$ cat src/rtl/msk_skinny_driver.sv
// Purpose: host-side share/unshare driver for the d-share masked SKINNY core.
// Latency: accept -> core_start 1 cycle; core_done -> out_valid 1 cycle; minimum accept -> out_valid 3 cycles.
// Backpressure: one block in flight; in_ready low from accept until the result handshake or a watchdog abort.
//
// Ports:
//   clk, reset                    system clock, synchronous active-high reset
//   in_valid/in_ready/in_data     unmasked input block handshake
//   rnd_mask                      (d-1)*W bits of fresh randomness, used on the input handshake
//   core_start/core_pt            one-cycle start pulse and bit-interleaved masked block to the core
//   core_done/core_ct             core completion and bit-interleaved masked result
//   out_valid/out_ready/out_data  unmasked result handshake
//   err_timeout                   sticky watchdog flag, cleared only by reset
//   blk_cnt                       completed-block counter, wraps at 16 bits
module msk_skinny_driver #(
    parameter int d       = 2,
    parameter int W       = 128,
    parameter int TIMEOUT = 1023
) (
    input  logic               clk,
    input  logic               reset,
    input  logic               in_valid,
    output logic               in_ready,
    input  logic [W-1:0]       in_data,
    input  logic [(d-1)*W-1:0] rnd_mask,
    output logic               core_start,
    output logic [W*d-1:0]     core_pt,
    input  logic               core_done,
    input  logic [W*d-1:0]     core_ct,
    output logic               out_valid,
    input  logic               out_ready,
    output logic [W-1:0]       out_data,
    output logic               err_timeout,
    output logic [15:0]        blk_cnt
);

    // Counter must hold TIMEOUT itself, so size for TIMEOUT+1 distinct values plus headroom.
    localparam int CW = $clog2(TIMEOUT + 2);
    localparam logic [CW-1:0] TMAX = CW'(TIMEOUT);

    typedef enum logic [1:0] {
        IDLE  = 2'd0,
        START = 2'd1,
        BUSY  = 2'd2,
        OUT   = 2'd3
    } state_t;

    state_t          state;
    logic [CW-1:0]   cyc_cnt;

    logic [W-1:0]    rnd_xor;
    logic [W*d-1:0]  pt_next;
    logic [W-1:0]    ct_xor;

    // Share split. The unmasked block only ever feeds the last share through
    // this XOR, so no register ever holds in_data in the clear.
    always_comb begin
        rnd_xor = '0;
        for (int j = 0; j < d - 1; j++) begin
            rnd_xor = rnd_xor ^ rnd_mask[W*j +: W];
        end
        pt_next = '0;
        for (int o = 0; o < W; o++) begin
            for (int j = 0; j < d - 1; j++) begin
                pt_next[d*o + j] = rnd_mask[W*j + o];
            end
            pt_next[d*o + d - 1] = in_data[o] ^ rnd_xor[o];
        end
    end

    // Recombination: each output bit is the XOR of its d adjacent share bits.
    always_comb begin
        ct_xor = '0;
        for (int o = 0; o < W; o++) begin
            ct_xor[o] = ^core_ct[d*o +: d];
        end
    end

    always_ff @(posedge clk) begin
        if (reset) begin
            state       <= IDLE;
            in_ready    <= 1'b1;
            core_start  <= 1'b0;
            core_pt     <= '0;
            out_valid   <= 1'b0;
            out_data    <= '0;
            err_timeout <= 1'b0;
            blk_cnt     <= '0;
            cyc_cnt     <= '0;
        end else begin
            case (state)
                IDLE: begin
                    // core_pt only changes here, so it stays frozen through START and BUSY.
                    if (in_valid && in_ready) begin
                        core_pt    <= pt_next;
                        core_start <= 1'b1;
                        in_ready   <= 1'b0;
                        state      <= START;
                    end
                end
                START: begin
                    core_start <= 1'b0;
                    cyc_cnt    <= '0;
                    state      <= BUSY;
                end
                BUSY: begin
                    // done takes priority over the watchdog on the same edge.
                    if (core_done) begin
                        out_data  <= ct_xor;
                        out_valid <= 1'b1;
                        state     <= OUT;
                    end else if (cyc_cnt == TMAX) begin
                        err_timeout <= 1'b1;
                        in_ready    <= 1'b1;
                        state       <= IDLE;
                    end else begin
                        cyc_cnt <= cyc_cnt + CW'(1);
                    end
                end
                OUT: begin
                    if (out_ready) begin
                        out_valid <= 1'b0;
                        blk_cnt   <= blk_cnt + 16'd1;
                        in_ready  <= 1'b1;
                        state     <= IDLE;
                    end
                end
                default: begin
                    state <= IDLE;
                end
            endcase
        end
    end

endmodule

$ cat config.mk
export PLATFORM = sky130hd
export DESIGN_NAME = msk_skinny_driver
export DESIGN_NICKNAME = d
export VERILOG_FILES = /design/src/rtl/msk_skinny_driver.sv
export SDC_FILE = /design/constraint.sdc
export NUM_CORES = 1
export LEC_CHECK = 0
export BUFFER_PORTS_ARGS = -buffer_cell sky130_fd_sc_hd__buf_2
export CORE_AREA = 2 2 360 362
export DETAILED_ROUTE_END_ITERATION = 10
export DIE_AREA = 0 0 362 364
export PLACE_DENSITY = 0.41
export SLEW_MARGIN = 10
export SYNTH_ARGS = -nofsm -noshare
export SYNTH_HDL_FRONTEND = slang
export SYNTH_SLANG_ARGS = --single-unit
$ cat constraint.sdc
create_clock -name clk -period 1.5 [get_ports clk]
set_input_delay 0.3 -clock clk [delete_from_list [all_inputs] [get_ports clk]]
set_output_delay 0.3 -clock clk [all_outputs]
set_load 0.03 [all_outputs]
==> results.cfg, run 1 <==
[worst_hold_path]
worstHoldPathType = in -> reg
hold_end = out_data[50]
min-delay-start = core_ct[100]
whs_path_depth = 3

[setup_path]
slowest_delay_ps = 320
path_max_fanout = 6
rrSetupSlack_ps = -250
critPathLaunchType = flop
r2r_start = state[0]
critPathSlowestCell = dfxtp_2
r2r_end = core_pt[189]
path_class = reg -> reg
worst_setup_path_end_kind = flop
arrival_ps = 2290
cp_common_cell = buf_12
rr_worst_depth = 9
cp.required_ps = 2040
cp_cell_sequence = nand2b_4 > nor3b_4 > buf_12 > buf_12 > buf_16 > buf_12 > buf_16 > nor2_1 > a211oi_1

[status]
status = finished, violations left
violations = negative setup slack

[timing]
finalCritPeriodShare_pct = 117
setup_tns_ps = -41600
fmax_mhz = 570
maxSlewViolCount = 0
period_needed_ps = 1750
fin_skew_ps = 30.2
timing.slew.headroom_pct = 62.6
rsz0062_at_grt = yes
final-setup-viol-count = 402
worst_pin_slew_ps = 557
finalHoldViolations = 0
finalWorstSetupSlack_ps = -254

[die]
die_h_um = 364
ios = 921
dieArea_um2 = 132000
num_rows = 132
chipWidth_um = 362
core_um2 = 128000
initial_core_util_pct = 12.9

[detailed_routing]
drc = 0
dr.pass1.iters = 5
postRouteAntennaNets = 0
drt_iter0_drc = 988
drt-wirelength-per-cell_um = 20.4
avgViaCountPerCell = 3.87
drt_wl_total_um = 105000
num_vias = 19914

[finish]
multi_input_area_um2 = 9890
final_core_util_pct = 29.4
final_cell_mix = buf_2 (701), dlygate4sd3_1 (458), xnor2_1 (256)
area_delta_synth_final_pct = 128
num-nets-final = 3950
fillers = 13338
seqCellArea_um2 = 8720
layout_commonest_cell = buf_2
final_area_um2 = 37700
instances_no_fill = 5150
drive_above_1_share_pct = 55.7

[global_routing]
grt_util_all_layers_pct = 14.1
grt-ovfl-total = 0
grt_pass1_wl_um = 136000
grt_antenna_before_repair = 23
grt_pass1_vias = 19213
grt_max_degree = 52

[yosys]
synth_edf_count = 0
ys_ff_latch = 417
yosys_most_used_dff = dfxtp_1
syn_area_um2 = 16600
synth_fp_nets = 2373
ys_warn_count = 0
async_flop_share_pct = 0
ys_seq_area_share_pct = 50.4
synthDistinctLibCells = 38
syn_inst = 1854
avgSynthCellArea_um2 = 8.93

[clocking]
h-tree-depth = 2
clock-sinks = 417
cts-root-buf = clkbuf_16
cts_inserted_buffers = 52
cts_tree = built
cts.path.max_buffers = 3
clk_pin_slew_ps = 60
insertion_delay_ps = 640

[place]
place_area_um2 = 23900
gp_congestion = 0.819
dp_hpwl_um = 73900
portBuffers = 920
placedCellCount = 4429

[flow_run]
drv_cap = 0

[power_and_ir_drop]
power_density_nw_per_um2 = 1020
leakage_nw = 15.3
vdd_drop_max_mv = 0.978
[routing by layer]
metal	share of wire (%)	global-route usage, %	up-vias
li1	-	-	9545
met1	40	16.9	9475
met2	51	24.9	729
met3	5.8	2.97	159
met4	3.0	4.15	6
met5	0.033	0	-
[kinds of logic after synthesis]
family	share of synthesized area, %
AO/OA/AOI/OAI	17.2
adder cells (fa/ha/maj)	0.151
buffers and inverters	3.58
multiplexers	0.302
AND/OR/NAND/NOR	14.4
flip-flops	50.4
XOR/XNOR	14.0
[sequential cells by signal, indices dropped and copies added (netlist names)]
signal / cells
out_valid: 1
blk_cnt: 16
state: 2
in_ready: 1
core_start: 1
err_timeout: 1
core_pt: 256
cyc_cnt: 11
out_data: 128
[worst max-delay path, delay by kind of cell, from the launching register on]
family                 cells  cell delay (ps)
and+or+nand+nor            3              410
DFF                        1              320
buffers and inverters      5              710
AOI/OAI and AO/OA          1              200
[area by class of cell]
type	instances	area share, %
Antenna cell	2	0.0133
Clock buffer	76	4.12
Clock inverter	20	0.658
Inverter	1	0.00996
Multi-Input combinational cell	1298	26.3
Sequential cell	417	23.1
Tap cell	1675	5.56
Timing Repair Buffer	1661	40.2
[report_power, final]
group / switching [mW] / internal (mW) / total, mW
clock: 5.46 / 7.89 / 13.4
combinational: 6.34 / 6.00 / 12.3
sequential: 0.737 / 12.0 / 12.8
[Yosys cell counts (all sizes together), types with 6 or more instances]
| library cell | instances | share of area [%] |
|---|---|---|
| nand4 | 7 | 0.26 |
| dfxtp | 417 | 50 |
| or4 | 6 | 0.27 |
| nor2 | 273 | 6.2 |
| a21oi | 148 | 4.5 |
| a211oi | 259 | 12 |
| clkbuf | 77 | 1.7 |
| nand2 | 274 | 6.2 |
| nand3 | 15 | 0.45 |
| buf | 61 | 1.8 |
| xor2 | 8 | 0.42 |
| o21ai | 7 | 0.21 |
| xnor2 | 256 | 14 |
[worst max path at each step]
stage / startpoint / to / slack (ps) / cells after the start
floorplan: core_done / out_data[31] / -60 / 6
global placement: state[1] / core_pt[99] / -260 / 6
detailed placement: state[1] / core_pt[39] / -290 / 6
CTS: state[0] / core_pt[161] / -220 / 9
global route: state[0] / core_pt[189] / -350 / 9
finish: state[0] / core_pt[189] / -250 / 9
[stage by stage]
step	hold WS [ps]	power [mW]	setup slack, ps
6_report	41.0	38.5	-254
5_1_grt	22.1	40.1	-351
4_1_cts	0.0920	37.7	-220
3_5_place_dp	443	20.2	-288
3_3_place_gp	439	20.2	-261
2_1_floorplan	436	16.9	-63.1
[timing repair]
| item | 4_1_cts | 5_1_grt |
|---|---|---|
| setup endpoints to repair | 780 | 616 |
| hold endpoints to repair | 357 | 0 |
| pin swaps | 115 | 177 |
| hold buffers | 458 | 0 |
| buffers inserted | 74 | 33 |
| gates cloned | 38 | 43 |
| resized for setup | 944 | 500 |
Power figures use the tool's default switching activity.
==> run 2: changes to the inputs <==
==> constraint.sdc (replaced) <==
create_clock -name clk -period 1.5 [get_ports clk]
set_input_delay 0.375 -clock clk [delete_from_list [all_inputs] [get_ports clk]]
set_output_delay 0.375 -clock clk [all_outputs]
set_load 0.03 [all_outputs]
==> run 2 against run 1 <==
The flow still finishes with violations (negative setup slack). Sequential share of layout area up 2.3 points. Maximum frequency grew 3.0%. Largest cell class unchanged. Largest power group unchanged. Clock power about the same. Setup slack better by 51 ps. Hold slack improved by 26 ps. Clock-buffer cell count grew 6. Design area is 9.8% lower. Register-to-register slack improved by 50 ps. Critical path depth down 1.
==> results.cfg, run 2 (same netlist as run 1, synthesis figures left out) <==
[timing]
period_needed_ps = 1700
final-setup-viol-count = 616
fmax_mhz = 587
finalCritPeriodShare_pct = 114
finalWorstSetupSlack_ps = -203
rsz0062_at_grt = yes
worst_pin_slew_ps = 619
maxSlewViolCount = 0
timing.slew.headroom_pct = 58.4
fin_skew_ps = 14.6
finalHoldViolations = 0

[detailed_routing]
num_vias = 18730
wl_met2_um = 50300
wl_met1_um = 41900
drt_wl_total_um = 101000
drt_iter0_drc = 930
drt-wirelength-per-cell_um = 20.6
postRouteAntennaNets = 0
dr.pass1.iters = 5
drc = 0
met3WireLength_um = 5570
highest_layer = met5
avgViaCountPerCell = 3.83

[finish]
fillers = 13860
instances_no_fill = 4886
num-nets-final = 3687
reg_top3 = core_pt x256, out_data x128, blk_cnt x16
layout_commonest_cell = buf_2
final_area_um2 = 34000
drive_above_1_share_pct = 57.7
area_delta_synth_final_pct = 105
largest_register_ffs = 256
final_core_util_pct = 26.5
largest_register = core_pt
final_cell_mix = buf_2 (731), xnor2_1 (256), nand2_1 (245)

[setup_path]
critPathSlowestCell = dfxtp_2
arrival_ps = 2210
critPathLaunchType = flop
critPathTopFamily = buffers and inverters
cp_cell_sequence = nand2b_4 > nor3b_4 > buf_6 > buf_16 > buf_4 > buf_12 > nor2_1 > a211oi_1
path_class = reg -> reg
cp.required_ps = 2000
path_max_fanout = 6
worst_setup_path_end_kind = flop
critPathBufInv = 4
slowest_delay_ps = 320

[place]
placedCellCount = 4440
portBuffers = 920
gp_congestion = 0.851
dp_hpwl_um = 73800
place_area_um2 = 23900
place_ws_ps = -323

[die]
num_rows = 132
dieArea_um2 = 132000
ios = 921
chipWidth_um = 362
core_um2 = 128000
die_h_um = 364
initial_core_util_pct = 12.9

[global_routing]
grt_pass1_vias = 17638
grt_pass1_wl_um = 128000
grt-ovfl-total = 0
grt_max_degree = 39
grt_antenna_before_repair = 21
grt_util_all_layers_pct = 13.4

[status]
status = finished, violations left
violations = negative setup slack

[worst_hold_path]
worstHoldPathType = in -> reg

[power_and_ir_drop]
vdd_drop_max_mv = 0.726
power_density_nw_per_um2 = 1090
leakage_nw = 14.0

[clocking]
cts-root-buf = clkbuf_16
h-tree-depth = 2
cts_tree = built
cts_inserted_buffers = 52
clk_pin_slew_ps = 60
clock-sinks = 417
insertion_delay_ps = 620
cts.path.max_buffers = 3

[flow_run]
drv_cap = 0
[run 2: metal layers]
layer  GRT usage [%]  up-vias
met5               0        -
met4            3.90        4
met3            2.75      138
met2            23.4      686
met1            16.5     8920
li1                -     8982
[run 2: worst paths after layout]
| path | from | endpoint | slack, ps | depth (start not counted) |
|---|---|---|---|---|
| max | state[0] | core_pt[129] | -200 | 8 |
| min | in_data[41] | core_pt[83] | 70 | 3 |
| max reg2reg | state[0] | core_pt[129] | -200 | 8 |
| min reg2reg | core_pt[174] | core_pt[174] | 450 | 2 |
[run 2: cell type report]
class	instances	area (µm²)	area share [%]
flip-flops and latches	417	8640	25.4
multi-input cells	1299	9420	27.7
diodes	3	7.51	0.0221
repair buffers	1397	12000	35.4
clock inverters	12	180	0.530
clock buffers	82	1600	4.72
well taps	1675	2100	6.17
inverters	1	3.75	0.0110
[run 2: report_power, final]
part	leakage [nW]	internal (mW)	switching, mW
registers	3.50	12.0	0.660
clock network	0.874	7.97	5.23
logic	9.59	5.01	6.04
total	14.0	25.0	11.9
[run 2: worst min-delay path, stage by stage]
cell and delay [ps]:
buf_2 90, xnor2_1 100, a211oi_1 60
[run 2: repair_timing]
action,in CTS,in global routing
resized for setup,801,447
endpoints found under the hold margin,165,0
hold buffers,163,0
setup buffers,93,40
gates cloned,22,44
setup endpoints to repair,802,807
pin swaps,44,181
[run 2: stage by stage]
step                power (mW)  hold slack, ps  setup TNS [ps]
finish                    36.9            67.0          -36300
global route              38.6            8.94          -89810
CTS                       36.1           0.233          -60960
detailed placement        20.2             442          -67920
global placement          20.2             437          -62710
floorplan                 16.9             442            -159
